===== config.mk =====
export PLATFORM = sky130hd
export DESIGN_NAME = btb_predictor_flat
export DESIGN_NICKNAME = d
export VERILOG_FILES = /design/src/rtl/btb_predictor_if.sv /design/src/rtl/btb_predictor.sv /design/src/flat_wrapper.sv
export SDC_FILE = /design/constraint.sdc
export NUM_CORES = 2
export LEC_CHECK = 0
export BUFFER_PORTS_ARGS = -buffer_cell sky130_fd_sc_hd__buf_2
export CAP_MARGIN = 20
export CORE_ASPECT_RATIO = 1.25
export CORE_MARGIN = 4
export CORE_UTILIZATION = 55
export DETAILED_ROUTE_END_ITERATION = 16
export PLACE_DENSITY_LB_ADDON = 0.3
export SLEW_MARGIN = 20
export SYNTH_ARGS = -nofsm -noshare
export SYNTH_HDL_FRONTEND = slang
export SYNTH_SLANG_ARGS = --single-unit

===== constraint.sdc =====
create_clock -name clk -period 12.1 [get_ports clk]
set_input_delay 2.42 -clock clk [delete_from_list [all_inputs] [get_ports clk]]
set_output_delay 2.42 -clock clk [all_outputs]
set_load 0.1 [all_outputs]

===== src/rtl/btb_predictor_if.sv =====
// btb_predictor_if: fetch/execute-side signal bundle between the pipeline and the branch predictor
interface btb_predictor_if #(parameter int CNT_W = 16);
  logic             memory_stall;
  logic [31:0]      instructionPC_1;
  logic             taken;
  logic [31:0]      branchPC;
  logic             flush;
  logic [31:0]      instructionPC_3;
  logic             is_branchInst_3;
  logic             taken_3;
  logic             prev_taken_3;
  logic [31:0]      target_3;
  logic [CNT_W-1:0] mispredict_cnt;
  modport master (
    output memory_stall, instructionPC_1, instructionPC_3, is_branchInst_3, taken_3, prev_taken_3, target_3,
    input  taken, branchPC, flush, mispredict_cnt
  );
  modport slave (
    input  memory_stall, instructionPC_1, instructionPC_3, is_branchInst_3, taken_3, prev_taken_3, target_3,
    output taken, branchPC, flush, mispredict_cnt
  );
endinterface


===== src/rtl/btb_predictor.sv =====
// btb_predictor: direct-mapped BTB with saturating-counter prediction and EX-stage misprediction recovery
module btb_predictor #(
  parameter int ENTRIES   = 32,
  parameter int TAG_W     = 30 - $clog2(ENTRIES),
  parameter int CTR_W     = 2,
  parameter int PRED_MODE = 1,
  parameter int CNT_W     = 16
) (
  input logic            clk,
  input logic            rst_n,
  btb_predictor_if.slave bus
);
  localparam int IDX_W = $clog2(ENTRIES);
  localparam logic [CTR_W-1:0] WEAK_T = CTR_W'(1) << (CTR_W - 1);
  logic             valid_q [ENTRIES];
  logic [TAG_W-1:0] tag_q   [ENTRIES];
  logic [31:0]      tgt_q   [ENTRIES];
  logic [CTR_W-1:0] ctr_q   [ENTRIES];
  logic [CNT_W-1:0] cnt_q, cnt_d;
  logic [IDX_W-1:0] idx1, idx3;
  logic [TAG_W-1:0] tag1, tag3;
  logic             hit1, hit3, flush, alias_hit;
  logic [31:0]      rec_pc;
  logic [CTR_W-1:0] ctr_d;
  assign idx1 = bus.instructionPC_1[IDX_W+1:2];
  assign tag1 = bus.instructionPC_1[IDX_W+1+TAG_W:IDX_W+2];
  assign idx3 = bus.instructionPC_3[IDX_W+1:2];
  assign tag3 = bus.instructionPC_3[IDX_W+1+TAG_W:IDX_W+2];
  // Lookup sees pre-update table contents; resolve is purely a function of EX inputs
  always_comb begin
    hit1      = valid_q[idx1] && (tag_q[idx1] == tag1);
    hit3      = valid_q[idx3] && (tag_q[idx3] == tag3);
    alias_hit = !bus.is_branchInst_3 && bus.prev_taken_3;
    flush     = (bus.is_branchInst_3 && (bus.taken_3 != bus.prev_taken_3)) || alias_hit;
    rec_pc    = (bus.is_branchInst_3 && bus.taken_3) ? bus.target_3 : bus.instructionPC_3 + 32'd4;
    ctr_d     = bus.taken_3 ? ((&ctr_q[idx3]) ? ctr_q[idx3] : ctr_q[idx3] + CTR_W'(1))
                            : ((|ctr_q[idx3]) ? ctr_q[idx3] - CTR_W'(1) : ctr_q[idx3]);
    cnt_d     = (flush && !(&cnt_q)) ? cnt_q + CNT_W'(1) : cnt_q;
  end
  assign bus.taken          = (PRED_MODE != 0) && hit1 && ctr_q[idx1][CTR_W-1];
  assign bus.flush          = flush;
  assign bus.branchPC       = flush ? rec_pc : tgt_q[idx1];
  assign bus.mispredict_cnt = cnt_q;
  // Table and mispredict counter update once per unstalled cycle; reset empties the table
  always_ff @(posedge clk or negedge rst_n) begin
    if (!rst_n) begin
      for (int i = 0; i < ENTRIES; i++) begin
        valid_q[i] <= 1'b0;
        tag_q[i]   <= '0;
        tgt_q[i]   <= '0;
        ctr_q[i]   <= '0;
      end
      cnt_q <= '0;
    end else if (!bus.memory_stall) begin
      cnt_q <= cnt_d;
      if (bus.is_branchInst_3 && hit3) begin
        ctr_q[idx3] <= ctr_d;
        if (bus.taken_3) tgt_q[idx3] <= bus.target_3;
      end else if (bus.is_branchInst_3 && bus.taken_3) begin
        valid_q[idx3] <= 1'b1;
        tag_q[idx3]   <= tag3;
        tgt_q[idx3]   <= bus.target_3;
        ctr_q[idx3]   <= WEAK_T;
      end else if (alias_hit) begin
        valid_q[idx3] <= 1'b0;
      end
    end
  end
endmodule


===== src/flat_wrapper.sv =====
// flat-port wrapper written by rule: the top's interface ports become plain ports
module btb_predictor_flat 
#(
  parameter int ENTRIES   = 32,
  parameter int TAG_W     = 30 - $clog2(ENTRIES),
  parameter int CTR_W     = 2,
  parameter int PRED_MODE = 1,
  parameter int CNT_W     = 16
)
  (clk, rst_n, bus_memory_stall, bus_instructionPC_1, bus_instructionPC_3, bus_is_branchInst_3, bus_taken_3, bus_prev_taken_3, bus_target_3, bus_taken, bus_branchPC, bus_flush, bus_mispredict_cnt);
  btb_predictor_if #(.CNT_W(CNT_W)) bus_i ();
  input logic clk;
  input logic rst_n;
  input wire logic [$bits(bus_i.memory_stall)-1:0] bus_memory_stall;
  input wire logic [$bits(bus_i.instructionPC_1)-1:0] bus_instructionPC_1;
  input wire logic [$bits(bus_i.instructionPC_3)-1:0] bus_instructionPC_3;
  input wire logic [$bits(bus_i.is_branchInst_3)-1:0] bus_is_branchInst_3;
  input wire logic [$bits(bus_i.taken_3)-1:0] bus_taken_3;
  input wire logic [$bits(bus_i.prev_taken_3)-1:0] bus_prev_taken_3;
  input wire logic [$bits(bus_i.target_3)-1:0] bus_target_3;
  output wire logic [$bits(bus_i.taken)-1:0] bus_taken;
  output wire logic [$bits(bus_i.branchPC)-1:0] bus_branchPC;
  output wire logic [$bits(bus_i.flush)-1:0] bus_flush;
  output wire logic [$bits(bus_i.mispredict_cnt)-1:0] bus_mispredict_cnt;
  assign bus_i.memory_stall = bus_memory_stall;
  assign bus_i.instructionPC_1 = bus_instructionPC_1;
  assign bus_i.instructionPC_3 = bus_instructionPC_3;
  assign bus_i.is_branchInst_3 = bus_is_branchInst_3;
  assign bus_i.taken_3 = bus_taken_3;
  assign bus_i.prev_taken_3 = bus_prev_taken_3;
  assign bus_i.target_3 = bus_target_3;
  assign bus_taken = bus_i.taken;
  assign bus_branchPC = bus_i.branchPC;
  assign bus_flush = bus_i.flush;
  assign bus_mispredict_cnt = bus_i.mispredict_cnt;
  btb_predictor #(.ENTRIES(ENTRIES), .TAG_W(TAG_W), .CTR_W(CTR_W), .PRED_MODE(PRED_MODE), .CNT_W(CNT_W)) u_core (.clk(clk), .rst_n(rst_n), .bus(bus_i));
endmodule

After elaboration in Yosys (flattened, before gate mapping)
Cells that the tools add are included.
Operators by class
  add/subtract/negate cells: 4
  $lt $le $gt $ge: 3
  equal/unequal tests: 4
  mux-type cells: 44
  bitwise gates (word level): 10
  reduce and logical (&&, ||, !) cells: 22
Operators by type and width (number)
  1024-bit two-way mux: 3
  1024-bit bitwise mux: 1
  800-bit bitwise mux: 1
  25-bit binary-select mux with 5-bit select: 2
  32-bit two-way mux: 7
  32-bit binary-select mux with 5-bit select: 1
  32-bit demux with 5-bit select: 1
  64-bit two-way mux: 2
  25-bit demux with 5-bit select: 1
  25-bit two-way mux: 5
  32-bit AND: 2
  64-bit bitwise mux: 1
  32-bit NOT: 2
  32-bit bitwise OR: 2
  25-bit == test: 2
  32-bit by 3-bit adder with 32-bit output, second input constant: 1
  2-bit binary-select mux with 5-bit select: 2
  16-bit by 1-bit adder with 16-bit output, second input constant: 1
  2-bit two-way mux: 8
  16-bit AND reduction: 1
  6-bit greater-or-equal comparator, second input constant: 2
  5-bit NOT with 6-bit output: 2
  1-bit binary-select mux with 5-bit select: 2
  2-bit demux with 5-bit select: 1
  other kinds (15): 34
Storage, ports and cells
  flip-flop bits (word level): 1936
  bits of input ports: 102
  output and inout port bits: 50
  logic and storage cells: 216

Depth between registers and ports, before layout
  depth in word-level cells: 9
  mapped depth: 17
  gate-level depth less buffers: 10

Worst setup path before layout
No wires, ideal clock.
  kind: input to output
  start point: in bus_instructionPC_1[2]
  end point: out bus_taken
  data arrival time: 7.846 ns
  data required time: 9.680 ns
  path slack: 1.834 ns
  stages: 9
  path buffers: 3
  cells stage by stage: clkbuf_1 clkbuf_1 buf_1 mux4_2 mux4_2 mux2i_1 xor2_1 nand4_1 nor4_1
Between the ends
  word-level cells in the longest chain between the ends: 7
  elaborated cells between the ends (all ways): 13
  those cells by class: eq/ne: 1; mux: 9; bitwise: 1; reduce/logical: 2
Ends and longest elaborated chain
  start, declared: RTL line flat_wrapper.sv:15  | input wire logic [$bits(bus_i.instructionPC_1)-1:0] bus_instructionPC_1;
  5-bit NOT with 6-bit output (implied by the code) (*): RTL line btb_predictor.sv:31, btb_predictor.sv:40
  25-bit binary-select mux with 5-bit select: RTL line btb_predictor.sv:31  | hit1 = valid_q[idx1] && (tag_q[idx1] == tag1);
  25-bit two-way mux (implied by the code) (2 in series): RTL line btb_predictor.sv:31
  25-bit == test: RTL line btb_predictor.sv:31
  1-bit logical AND: RTL line btb_predictor.sv:31
  1-bit logical AND (*): RTL line btb_predictor.sv:40  | assign bus.taken = (PRED_MODE != 0) && hit1 && ctr_q[idx1][CTR_W-1];
  end, declared: RTL line flat_wrapper.sv:21  | output wire logic [$bits(bus_i.taken)-1:0] bus_taken;
Mark *: on every way between the ends. The rest lies on a longest branch, timed or not. The select of a mux whose other input is x is not followed.

Worst setup path after layout
  start point: in bus_instructionPC_3[5]
  end point: out bus_branchPC[25]
Between the ends
  word-level cells in the longest chain between the ends: 3
Ends and longest elaborated chain
  start, declared: RTL line flat_wrapper.sv:16  | input wire logic [$bits(bus_i.instructionPC_3)-1:0] bus_instructionPC_3;
  32-bit by 3-bit adder with 32-bit output: RTL line btb_predictor.sv:35  | rec_pc = (bus.is_branchInst_3 && bus.taken_3) ? bus.target_3 : bus.instructionPC_3 + 32'd4;
  32-bit two-way mux: RTL line btb_predictor.sv:35
  32-bit two-way mux: RTL line btb_predictor.sv:42  | assign bus.branchPC = flush ? rec_pc : tgt_q[idx1];
  end, declared: RTL line flat_wrapper.sv:22  | output wire logic [$bits(bus_i.branchPC)-1:0] bus_branchPC;
Every way passes these cells.

==> results.tsv <==
metric	value	unit
cts_tree	done	
ioPinCount	152	
vdd_drop_max	0.1341	mV
critPathKind	in2out	
hold_end	u_core.tgt_q[599]$_DFFE_PN0P_	
synth_edf_count	0	
grt_pass1_wl	420.2	mm
synth_cell_types	67	
antenna_found_initial	32	
die_y	475.6	microns
worstPathArrival	6.88	ns
cts_root_buffer	clkbuf_16	
drt_iter0_markers	5990	
synth_nets	6546	
port_buffers	149	
antenna_left	0	
placed_cell_area	99210	sq um
synthArstFlopShare	100.0	%
cts.sinks	1936	
ys.flop_type	dfrtp_1	
cp_max_fo	34	
r2r_start	u_core.tag_q[516]$_DFFE_PN0P_	
drv_slew	0	
clock_latency	0.87	ns
ys_top_cells_by_count	1936 x dfrtp_1, 1215 x mux2_2, 719 x mux4_2	
power.leakage	49.53	nW
end_kind	output port	
ys_top_cells_by_area	dfrtp_1 50%, mux4_2 17%, mux2_2 14%	
drcViolationCount	0	
finalNetCount	6395	
num_rows	171	
clockBufferDepth	3	
route.vias.total	60170	
setup_viol	0	
rsz0062_at_grt	false	
worstSetupStartpointType	primary input	
post-cts-setup-buffers	0	
hold_viol	0	
overflow	0	
max-cap-violations	0	
cellPowerDensity	147.1	nW/um^2
cts.repair.resized	0	
hp-class	reg2reg	
fillers	12920	
syn_area	96220	sq um
ys_seq_area_share	50.35	%
htree_num_levels	4	
slew_headroom	22.77	%
total_power	15.59	mW
worst_slew_pin_slew	1.158	ns
die_x	382.1	microns
synth_seq_cells	1936	
fin_tns_setup	0	ns
finalWirelength	282.8	mm
core	173700	sq um
design_area	106000	sq um
synth_most_common_cell	dfrtp_1	
finalWeightedCongestion	0.8668	
numCtsBuffers	190	
fin_crit	9.302	ns
clk_pin_slew	0.06	ns
finClkSkew	0.04820	ns
synth.avg_cell_area	14.94	sq um
drive_gt1_share	40.83	%
r2r_slack	6.94	ns
worstReg2RegEnd	u_core.ctr_q[62]$_DFFE_PN0P_	
yosysWarnings	0	
drtPass1Iterations	6	
wire_per_inst	32.17	microns
r2r_cells	11	
finalCritPeriodShare	76.88	%
cp.required	9.68	ns
grt_pass1_vias	62460	
grt_max_degree	187	
area.growth.synth_to_final	10.14	%
synth_top_cell_area_share	50.35	%
dpl.hpwl	157.9	mm
viasPerCell	6.845	
syn_inst	6439	
timing.fmax	107.5	MHz
holdBufCountCts	0	
min_path_cells	2	
min-delay-start	u_core.tgt_q[599]$_DFFE_PN0P_	
outcome	completed	
synth_top_cell_by_area	dfrtp_1	
die_area	181700	sq um
start_util	55.38	%
grt_use_total	31.31	%
## metal layers
metal / track usage [%] / wire length, microns
met5: 0 / 160
met4: 14.52 / 14800
met3: 7.191 / 23910
met2: 49.95 / 135100
met1: 41.23 / 108800
## cell usage in the layout (no fill, tap or decap), drive strengths merged, types with 13 or more instances in the layout
cell type and instances:
a21oi 31, a211oi 13, mux2 1801, nor4 16, inv 21, o211ai 25, nand4 18, bufinv 15
mux2i 222, nand2b 20, a221oi 16, a2bb2oi 15, xnor2 50, a22o 16, o22ai 32, buf 299
nor3 32, clkbuf 281, a22oi 52, dfrtp 1936, o21ai 170, nand3 82, and3 25, nand2 239
mux4 719, nor2 102, clkinv 46, xor2 26
## sequential cells by signal, summed over array words and instances (netlist names), named ones only
signal	flops
u_core.ctr_q	64
u_core.tgt_q	1024
u_core.tag_q	800
u_core.bus.mispredict_cnt	16
## final cells by class
class	instances	area (sq um)	share of cell area, %
antenna	12	30.03	0.02833
clock buffer	281	5687	5.366
clock inverter	67	968.4	0.9138
inverter	15	56.30	0.05313
multi-input combinational	3846	45640	43.07
sequential	1936	48450	45.71
tap	2335	2922	2.757
timing repair buffer	299	2225	2.099
## per-stage QoR
step,setup slack (ns),utilization [%],std cells,hold WS (ns)
final,2.798,61.00,8791,0.4693
after detailed placement,2.941,57.11,8428,0.4550
after global placement,2.904,57.11,8428,0.4508
after global routing,2.639,60.99,8782,0.4838
after floorplan,1.834,-,6439,0.4340
after CTS,2.916,60.94,8776,0.4687
## power by group
group | switching [mW] | internal, mW
Sequential | 0.335 | 7.01
Combinational | 1.05 | 0.923
Clock | 2.67 | 3.60
Total | 4.06 | 11.5
## cells by family after synthesis
group           count (synthesis)  synth area share (%)
flops                        1936                 50.35
compound gates                431                 2.893
mux                          2742                 40.22
simple gates                  590                 2.995
fa+ha+maj                       7               0.08583
buf+inv                       657                 2.767
xor+xnor                       76                0.6918
## worst max path at each step
stage	startpoint	endpoint	slack [ns]	depth (start not counted)
after global placement	bus_instructionPC_1[2]	bus_branchPC[21]	2.90	10
after floorplan	bus_instructionPC_1[2]	bus_taken	1.83	9
after global routing	bus_instructionPC_3[5]	bus_branchPC[29]	2.64	11
after detailed placement	bus_instructionPC_3[5]	bus_branchPC[25]	2.94	11
final	bus_instructionPC_3[5]	bus_branchPC[25]	2.80	11
after CTS	bus_instructionPC_3[5]	bus_branchPC[25]	2.92	11
## worst max-delay path, stage by stage
cell and delay, ns:
buf_4 0.50, nand3_1 0.52, nor3_1 0.81, nor3b_1 0.46
nand2b_1 0.22, nor2_1 0.33, nand3_1 0.14, xnor2_1 0.60
o211ai_1 0.15, o21ai_0 0.17, buf_2 0.49
(Power assumes the default switching activity.)
